[src/rtl/kmac_pkg.sv]
// Shared types for the KMAC right_encode decoder (state and error codes).
package kmac_pkg;

    localparam int ENC_BYTE_W = 8;

    typedef enum logic [0:0] {
        RECV   = 1'b0,
        RESULT = 1'b1
    } rdec_state_t;

    typedef enum logic [2:0] {
        ERR_NONE         = 3'd0,
        ERR_ZERO_LEN     = 3'd1,
        ERR_TOO_LONG     = 3'd2,
        ERR_LEN_MISMATCH = 3'd3,
        ERR_NON_MINIMAL  = 3'd4
    } rdec_err_t;

endpackage

[src/rtl/kmac_right_decode.sv]
// right_encode decoder: shifts in O1..On (MSB first), treats the last byte as n,
// validates the encoding and holds the result until the consumer takes it.
// Optional KMAC_RDEC_STRICT_EN: reject encodings with a leading zero byte (n>1).
module kmac_right_decode
    import kmac_pkg::*;
#(
    parameter int MAX_BYTES = 8,
    parameter int VALUE_W   = 8 * MAX_BYTES,
    parameter int CNT_W     = $clog2(MAX_BYTES + 2)
) (
    input  logic                  clk,
    input  logic                  rst_n,
    input  logic                  in_valid,
    output logic                  in_ready,
    input  logic [ENC_BYTE_W-1:0] in_byte,
    input  logic                  in_last,
    output logic                  out_valid,
    input  logic                  out_ready,
    output logic [VALUE_W-1:0]    value,
    output logic [CNT_W-1:0]      nbytes,
    output rdec_err_t             err_code
);

    localparam int NB_SAT = (1 << CNT_W) - 1;

    rdec_state_t           state, state_nxt;
    logic [VALUE_W-1:0]    acc, acc_shift;
    logic [CNT_W-1:0]      cnt;
    logic                  ovf;
    logic                  take;
    rdec_err_t             err_nxt;
`ifdef KMAC_RDEC_STRICT_EN
    logic [ENC_BYTE_W-1:0] first_byte;
`endif

    assign take = in_valid && in_ready;

    // Narrowest configuration holds a single byte, so there is nothing to shift.
    if (VALUE_W > ENC_BYTE_W) begin : g_shift
        assign acc_shift = {acc[VALUE_W-ENC_BYTE_W-1:0], in_byte};
    end else begin : g_noshift
        assign acc_shift = in_byte;
    end

    // State register.
    always_ff @(posedge clk) begin
        if (!rst_n) state <= RECV;
        else        state <= state_nxt;
    end

    // Next state and handshake outputs; in_ready is held low during reset.
    always_comb begin
        state_nxt = state;
        in_ready  = 1'b0;
        out_valid = 1'b0;
        case (state)
            RECV: begin
                in_ready = rst_n;
                if (take && in_last) state_nxt = RESULT;
            end
            RESULT: begin
                out_valid = 1'b1;
                if (out_ready) state_nxt = RECV;
            end
            default: state_nxt = RECV;
        endcase
    end

    // Encoding check against the incoming length byte; earliest rule wins.
    always_comb begin
        err_nxt = ERR_NONE;
        if (in_byte == '0)
            err_nxt = ERR_ZERO_LEN;
        else if (in_byte > ENC_BYTE_W'(MAX_BYTES) || ovf)
            err_nxt = ERR_TOO_LONG;
        else if (ENC_BYTE_W'(cnt) != in_byte)
            err_nxt = ERR_LEN_MISMATCH;
`ifdef KMAC_RDEC_STRICT_EN
        else if (in_byte > ENC_BYTE_W'(1) && first_byte == '0)
            err_nxt = ERR_NON_MINIMAL;
`endif
    end

    // Accumulator, byte counter and registered result.
    always_ff @(posedge clk) begin
        if (!rst_n) begin
            acc      <= '0;
            cnt      <= '0;
            ovf      <= 1'b0;
            value    <= '0;
            nbytes   <= '0;
            err_code <= ERR_NONE;
`ifdef KMAC_RDEC_STRICT_EN
            first_byte <= '0;
`endif
        end else if (take) begin
            if (!in_last) begin
                acc <= acc_shift;
                // Past MAX_BYTES the count sticks; ovf marks the result as unusable.
                if (cnt == CNT_W'(MAX_BYTES)) ovf <= 1'b1;
                else                          cnt <= cnt + CNT_W'(1);
`ifdef KMAC_RDEC_STRICT_EN
                if (cnt == '0) first_byte <= in_byte;
`endif
            end else begin
                value    <= (err_nxt == ERR_NONE) ? acc : '0;
                nbytes   <= (in_byte > ENC_BYTE_W'(NB_SAT)) ? CNT_W'(NB_SAT)
                                                             : in_byte[CNT_W-1:0];
                err_code <= err_nxt;
            end
        end else if (state == RESULT && out_ready) begin
            acc <= '0;
            cnt <= '0;
            ovf <= 1'b0;
`ifdef KMAC_RDEC_STRICT_EN
            first_byte <= '0;
`endif
        end
    end

endmodule

[config.mk]
export PLATFORM = sky130hd
export DESIGN_NAME = kmac_right_decode
export DESIGN_NICKNAME = d
export VERILOG_FILES = /design/src/rtl/kmac_pkg.sv /design/src/rtl/kmac_right_decode.sv
export SDC_FILE = /design/constraint.sdc
export NUM_CORES = 1
export LEC_CHECK = 0
export CAP_MARGIN = 20
export CORE_ASPECT_RATIO = 1.5
export CORE_UTILIZATION = 56
export CTS_CLUSTER_SIZE = 24
export DETAILED_ROUTE_END_ITERATION = 10
export GPL_ROUTABILITY_DRIVEN = 0
export PLACE_DENSITY_LB_ADDON = 0.3
export SKIP_LAST_GASP = 1
export SLEW_MARGIN = 15
export SYNTH_ARGS = -nofsm -noshare
export SYNTH_HDL_FRONTEND = slang
export SYNTH_SLANG_ARGS = --single-unit
[constraint.sdc]
create_clock -name clk -period 3.7 [get_ports clk]
set_input_delay 0.37 -clock clk [delete_from_list [all_inputs] [get_ports clk]]
set_output_delay 0.37 -clock clk [all_outputs]
set_load 0.1 [all_outputs]
==> flow_summary.ini, run 1 <==
[place]
hpwl_um = 7000
pre_cts_ws_ns = 0.802
dpl_cell_area_um2 = 5980
portBuffers = 84
place_inst = 656

[floorplanning]
die_area_um2 = 9540
dieHeight_um = 119
ios = 86
start_util = 0.580
core_um2 = 8830
rows = 42
die_w_um = 80.1

[synthesis]
syn-num-nets = 516
synth-edff-count = 0
synth_top_area_cell = dfxtp_1
synth.most_common_cell = dfxtp_1
synthFlopType = dfxtp_1
synth_seq_cells = 140
synth.top_cell.area_share = 0.547
synth_cell_type_count = 40
seq_area_frac_synth = 0.547
async_reset_ff_frac = 0
synthTopCellsByArea = dfxtp_1, a22o_2, a21boi_0, nand3_1, nand2_1
synth_cells = 501
synth_common_cells = dfxtp_1, nand2_1, a21boi_0, nand3_1, a22o_2
avgSynthCellArea_um2 = 10.2
synth_warnings = 0
netlist_area_um2 = 5120

[power_and_ir_drop]
max-vdd-ir-drop_uv = 378
p_per_area_nw_per_um2 = 508
p_leak_nw = 2.32

[timing]
max_freq_mhz = 400
period_needed_ns = 2.50
setup_viol = 0
rsz0062_at_grt = false
worst_slack_ns = 1.20
drv_slew = 0
skew_ns = 0.00526
tns_ns = 0
finalCritPeriodShare = 0.675
worstMarginPinSlew_ns = 1.03
final_hold_viol_count = 0
slew_headroom = 0.310

[worst_setup_path]
cp_num_buf_inv = 1
r2r_slack_ns = 1.49
crit_path_start_kind = register
crit_path_end_kind = output port
worstSetupPathType = reg2out
crit_path_top_delay_cell = clkdlybuf4s50_1
rr_worst_depth = 5
cp_max_fo = 10
cp.required_ns = 3.33
crit_path_cell_trace = clkdlybuf4s50_1
crit_family = buffers and inverters
cpPeakStageDelay_ns = 1.20
crit_arrival_ns = 2.13
cp_num_cells = 1

[clocking]
cts_setup_buffers = 0
postCtsHoldBufs = 0
cts-buffers-inserted = 17
post_cts_resized = 0
cts_num_sinks = 140
clk_pin_slew_worst_paths_ns = 0.05
cts_root_buf = clkbuf_16
cts_tree = yes
clockBufferDepth = 2
cts.htree.levels = 4
clk_latency_ns = 0.42

[global_routing]
grt_usage = 0.255
grt_pass1_wl_um = 18700
antenna_found_initial = 0
grt_pass1_vias = 3708
grt-ovfl-total = 0
grt_max_degree = 66

[finish]
nFillCells = 635
syn_to_final_growth_pct = 28.0
fin_util = 0.743
fin_area_um2 = 6560
nets = 580
fin_cells = 687
n_antenna_cell = 0
drive_gt1_frac = 0.185

[min_path]
hold_path_class = in2reg
min_path_cells = 2

[detailed_routing]
drc = 0
routed_wl_um = 11400
drt-pass1-iter-count = 5
ant_nets = 0
dr_total_vias = 3987
post_drt_wl_per_cell_um = 16.6
drt_iter0_markers = 366
avgViaCountPerCell = 5.80

[run_status]
outcome = finished, final reports clean

[run]
max-cap-violations = 0
-- path summary, 6_finish.rpt --
check | startpoint | endpoint
max | state | out_valid
min | rst_n | state
max reg2reg | state | value[61]
min reg2reg | acc[59] | value[59]
-- cell type report --
| class | count | area (µm²) | share of cell area |
|---|---|---|---|
| flip-flops and latches | 140 | 2800 | 0.427 |
| clock buffers | 24 | 492 | 0.0750 |
| repair buffers | 91 | 898 | 0.137 |
| multi-input cells | 313 | 2130 | 0.325 |
| well taps | 110 | 138 | 0.0210 |
| inverters | 2 | 7.51 | 0.00114 |
| clock inverters | 7 | 87.6 | 0.0134 |
-- state kept, by name, summed over array words and instances (netlist names) --
name      flops
cnt           4
ovf           1
acc          64
err_code      2
nbytes        4
value        64
state         1
-- routing by layer --
metal,vias up,track usage,part of all wire
li1,1916,-,-
met1,1930,0.315,0.40
met2,122,0.418,0.53
met3,19,0.0713,0.045
met4,0,0.0960,0.018
met5,-,0,0
-- cell families (layout without fill, tap and decap cells) --
logic type,count (synthesis),after routing,synth area share
xor+xnor,5,5,0.00855
flops,140,140,0.547
simple gates,160,160,0.150
compound gates,144,144,0.242
mux,1,1,0.00195
buf+inv,48,124,0.0449
other cells,1,1,0.000732
fa+ha+maj,2,2,0.00488
-- stage by stage --
step / total power, mW / hold WS (ns)
floorplan: 1.66 / 0.442
global placement: 1.71 / 0.447
detailed placement: 1.71 / 0.458
CTS: 3.34 / 0.422
global route: 3.42 / 0.438
finish: 3.33 / 0.423
-- cell usage in the layout, fill, tap and decap left out, drive strengths merged, types with 2 or more instances in the layout --
cell type,instances
dfxtp,140
clkdlybuf4s50,82
nand2,70
nand3,65
a21boi,65
a22o,64
clkbuf,24
buf,9
xnor2,4
or2,4
o311a,4
clkinv,4
nor2b,4
or3,3
a21oi,3
inv,2
and2,2
nand3b,2
nor2,2
o21ai,2
ha,2
bufinv,2
-- report_power, final --
group          total, mW  switching (mW)  leakage (nW)  internal (mW)
logic              0.157           0.108         0.903         0.0488
clock network       1.65           0.596         0.286           1.05
registers           1.52         0.00614          1.13           1.52
total               3.33           0.710          2.32           2.62
Power figures use the tool's default switching activity.
==> run 2: changes to the inputs <==
--- a/config.mk
+++ b/config.mk
@@ -7,7 +7,7 @@
 export LEC_CHECK = 0
 export CAP_MARGIN = 20
 export CORE_ASPECT_RATIO = 1.5
-export CORE_UTILIZATION = 56
+export CORE_UTILIZATION = 52
 export CTS_CLUSTER_SIZE = 24
 export DETAILED_ROUTE_END_ITERATION = 10
 export GPL_ROUTABILITY_DRIVEN = 0
==> constraint.sdc (replaced) <==
create_clock -name clk -period 2.47 [get_ports clk]
set_input_delay 0.247 -clock clk [delete_from_list [all_inputs] [get_ports clk]]
set_output_delay 0.247 -clock clk [all_outputs]
set_load 0.1 [all_outputs]
==> run 2 against run 1 <==
  * Final area fell by 1.6%
  * Via count fell by 1.0%
  * Critical path depth up 3
  * Hold slack got worse by 0.11 ns
  * Largest cell class unchanged
==> flow_summary.ini, run 2 (synthesis gave the netlist of run 1 again) <==
[run_status]
outcome = finished, final reports clean

[detailed_routing]
ant_nets = 0
dr_total_vias = 3946
routed_wl_um = 11200
post_drt_wl_per_cell_um = 16.0
drt_iter0_markers = 280
avgViaCountPerCell = 5.65
drt-pass1-iter-count = 5
drc = 0

[timing]
setup_viol = 0
worstMarginPinSlew_ns = 0.857
skew_ns = 0.00626
drv_slew = 0
period_needed_ns = 2.09
tns_ns = 0
max_freq_mhz = 478
final_hold_viol_count = 0
finalCritPeriodShare = 0.846
slew_headroom = 0.428
rsz0062_at_grt = false

[finish]
final_cell_mix = dfxtp_1, buf_4, nand2_1
fin_util = 0.670
drive_gt1_frac = 0.319
layout_commonest_cell = dfxtp_1
nFillCells = 748
register_area_um2 = 2800
reg_top3 = acc x64, value x64
fin_area_um2 = 6450
syn_to_final_growth_pct = 25.9
n_antenna_cell = 0
multi_input_area_um2 = 2130
nets = 587
fin_cells = 698

[power_and_ir_drop]
p_clk_frac = 0.484
p_per_area_nw_per_um2 = 758
finalPower_mw = 4.89
p_leak_nw = 2.49
power.switching_mw = 1.07
pwr-share-seq = 0.466
pwr-share-comb = 0.050
p_int_mw = 3.82
switching_share = 0.219
max-vdd-ir-drop_uv = 678

[worst_setup_path]
crit_path_cell_trace = and4b_1 -> nor2b_4 -> buf_12 -> a22o_1
cpPeakStageDelay_ns = 0.70
crit_path_end_kind = register
crit_arrival_ns = 2.44
cp_max_fo = 36
cp.required_ns = 2.82
crit_path_start_kind = register
crit_path_top_delay_cell = nor2b_4
worstSetupPathType = reg2reg

[floorplanning]
ios = 86
dieHeight_um = 124
die_w_um = 83.1
start_util = 0.532
rows = 44
die_area_um2 = 10300
core_um2 = 9630

[clocking]
cts_num_sinks = 140
clockBufferDepth = 2
postCtsHoldBufs = 0
cts-buffers-inserted = 17
cts.htree.levels = 4
post_cts_resized = 0
cts_root_buf = clkbuf_16
cts_tree = yes
cts_setup_buffers = 0
clk_pin_slew_worst_paths_ns = 0.06
clk_latency_ns = 0.41

[place]
dpl_cell_area_um2 = 5900
portBuffers = 84
hpwl_um = 7120
place_inst = 668

[global_routing]
grt_usage = 0.228
grt_pass1_wl_um = 18400
grt-ovfl-total = 0
grt_max_degree = 66
grt_pass1_vias = 3693
antenna_found_initial = 0

[min_path]
hold_path_class = in2reg

[run]
max-cap-violations = 0
==> run 2: cell types whose count changed in the layout (fill, tap and decap cells not counted), sizes merged <==
cell	delta
clkbuf	-1
bufinv	-1
buf	+78
clkinvlp	+1
clkdlybuf4s50	-71
==> run 2: worst max-delay path, delay by kind of cell, from the launching register on <==
family | cells | cell delay (ns)
AO/OA/AOI/OAI | 1 | 0.17
buffers and inverters | 1 | 0.27
flip-flops | 1 | 0.54
AND/OR/NAND/NOR | 2 | 1.03
==> run 2: per-layer routing <==
| layer | vias up | track usage | wire (µm) |
|---|---|---|---|
| li1 | 1929 | - | - |
| met1 | 1882 | 0.282 | 4810 |
| met2 | 115 | 0.372 | 5610 |
| met3 | 20 | 0.0689 | 523 |
| met4 | 0 | 0.0938 | 256 |
| met5 | - | 0 | 0 |
==> run 2: final cells by class <==
cell class | count | share of cell area
repair buffers | 98 | 0.126
flip-flops and latches | 140 | 0.434
clock inverters | 7 | 0.0101
inverters | 2 | 0.00116
clock buffers | 23 | 0.0756
multi-input cells | 313 | 0.331
well taps | 115 | 0.0223
==> run 2: final timing paths <==
kind                                  end     from  cells past startpoint  slack, ns
worst max-delay path             value[4]    state                      4       0.38
worst min-delay path                state    rst_n                      3       0.32
worst max register to register   value[4]    state                      4       0.38
worst min register to register  value[56]  acc[56]                      1       0.47
==> run 2: stage by stage <==
step           hold slack (ns)  setup WS, ns
3_5_place_dp             0.462        0.0485
6_report                 0.315         0.380
4_1_cts                  0.311         0.384
3_3_place_gp             0.457         0.109
2_1_floorplan            0.392        0.0651
5_1_grt                  0.337         0.204
==> run 2: power groups by stage <==
stage                     logic [mW]  clock network (mW)  registers [mW]
after floorplan                0.121                   0            2.37
after global placement         0.241                   0            2.33
after detailed placement       0.243                   0            2.33
after CTS                      0.244                2.39            2.28
after global routing           0.260                2.50            2.28
final                          0.244                2.37            2.28
==> run 3: changes to the inputs <==
--- a/config.mk
+++ b/config.mk
@@ -7,7 +7,7 @@
 export LEC_CHECK = 0
 export CAP_MARGIN = 20
 export CORE_ASPECT_RATIO = 1.5
-export CORE_UTILIZATION = 52
+export CORE_UTILIZATION = 47
 export CTS_CLUSTER_SIZE = 24
 export DETAILED_ROUTE_END_ITERATION = 10
 export GPL_ROUTABILITY_DRIVEN = 0
==> constraint.sdc (replaced) <==
create_clock -name clk -period 1.8 [get_ports clk]
set_input_delay 0.18 -clock clk [delete_from_list [all_inputs] [get_ports clk]]
set_output_delay 0.18 -clock clk [all_outputs]
set_load 0.1 [all_outputs]
==> run 3 against run 2 <==
  * Die area up 10%
  * Non-clock buffer count up 15
  * Critical path depth up 4
  * Flip-flop and latch count unchanged
  * Clock-buffer cell count down 2
  * Highest routed layer unchanged
==> flow_summary.ini, run 3 (synthesis gave the netlist of run 1 again) <==
[worst_setup_path]
crit_path_cell_trace = clkdlybuf4s50_1 -> or4_4 -> o31ai_2 -> buf_4 -> nor3_4 -> buf_12 -> buf_12 -> a22o_2
crit_top_cell = buf_12
cpPeakStageDelay_ns = 0.57
crit_arrival_ns = 2.08
crit_path_start_kind = input pin
cp_max_fo = 24
cp.required_ns = 2.10
cp_num_buf_inv = 4
crit_path_top_delay_cell = or4_4
crit_family = buffers and inverters
worstSetupPathType = in2reg
crit_path_end_kind = register

[power_and_ir_drop]
p_clk_frac = 0.525
p_per_area_nw_per_um2 = 1080
max-vdd-ir-drop_uv = 636
pwr-share-comb = 0.050
pwr-share-seq = 0.425
finalPower_mw = 7.37
power.switching_mw = 1.52
switching_share = 0.206
p_int_mw = 5.85
p_leak_nw = 2.67

[floorplanning]
rows = 46
dieHeight_um = 130
start_util = 0.484
die_area_um2 = 11300
ios = 86
die_w_um = 87.3
core_um2 = 10600

[finish]
layout_commonest_cell = dfxtp_1
syn_to_final_growth_pct = 33.3
nets = 602
drive_gt1_frac = 0.347
fin_cells = 744
n_antenna_cell = 0
reg_top3 = acc x64, value x64
fin_util = 0.645
final_cell_mix = dfxtp_1, buf_4, nand2_1
fin_area_um2 = 6830

[timing]
timing.hold.ws_ns = 0.233
finalCritPeriodShare = 0.989
worst_slack_ns = 0.0205
tns_ns = 0
drv_slew = 0
slew_headroom = 0.635
skew_ns = 0.00569
rsz0062_at_grt = true
max_freq_mhz = 562
final_hold_viol_count = 0
period_needed_ns = 1.78
setup_viol = 0
worstMarginPinSlew_ns = 0.547

[global_routing]
grt_pass1_vias = 3832
grt_usage = 0.210
antenna_found_initial = 0
grt-ovfl-total = 0
grt_pass1_wl_um = 18600
grt_max_degree = 67

[detailed_routing]
dr_total_vias = 4080
ant_nets = 0
drt-pass1-iter-count = 4
drc = 0
avgViaCountPerCell = 5.48
routed_wl_um = 11800
post_drt_wl_per_cell_um = 15.9
drt_iter0_markers = 307

[clocking]
cts_num_sinks = 140
postCtsHoldBufs = 0
cts_root_buf = clkbuf_16
cts.htree.levels = 4
cts_tree = yes
clockBufferDepth = 2
clk_pin_slew_worst_paths_ns = 0.06
cts-buffers-inserted = 17
clk_latency_ns = 0.41

[place]
place_inst = 709
dpl_cell_area_um2 = 6090
portBuffers = 84
pre_cts_ws_ns = -0.475
hpwl_um = 7580

[run]
max-cap-violations = 0

[min_path]
hold_path_class = in2reg

[run_status]
outcome = finished, final reports clean
[run 3: area by class of cell]
cell class              count  area (µm²)
clock buffers              21         480
clock inverters            11         188
multi-input cells         313        2150
repair buffers            113        1020
well taps                 144         180
flip-flops and latches    140        2810
inverters                   2        7.51
fillers                   866        3760
[run 3: power groups by stage]
stage / clock [mW] / sequential [mW] / combinational [mW]
6_report: 3.87 / 3.13 / 0.367
5_1_grt: 4.05 / 3.13 / 0.390
4_1_cts: 3.91 / 3.13 / 0.366
3_5_place_dp: 0 / 3.20 / 0.366
3_3_place_gp: 0 / 3.20 / 0.360
2_1_floorplan: 0 / 3.25 / 0.168
[run 3: worst paths after layout]
check	start	end	slack, ns	cells after the start
setup / recovery	in_byte[7]	value[48]	0.02	8
hold / removal	rst_n	state	0.23	3
setup reg to reg	state	value[48]	0.14	7
hold reg to reg	acc[62]	value[62]	0.47	1
[run 3: worst register-to-register path, cell delays in order (launching register included)]
cell and delay, ns:
dfxtp_4 0.39, and4b_1 0.33, o31ai_2 0.09, buf_4 0.15
nor3_4 0.19, buf_12 0.15, buf_12 0.16, a22o_2 0.16
[run 3: what timing repair did]
action	CTS	global route
gates cloned	0	2
gates resized for setup	1	3
setup buffers	0	1
pin swaps	0	2
endpoints found under the setup margin	24	64
[run 3: layer usage]
metal  routed length (µm)  vias to the layer above  global-route usage  share of wire
met1                 4920                     1991               0.248           0.42
li1                     -                     1959                   -              -
met5                    0                        -                   0              0
met4                  191                        0              0.0723          0.016
met2                 6200                      111               0.368           0.53
met3                  498                       19              0.0519          0.042
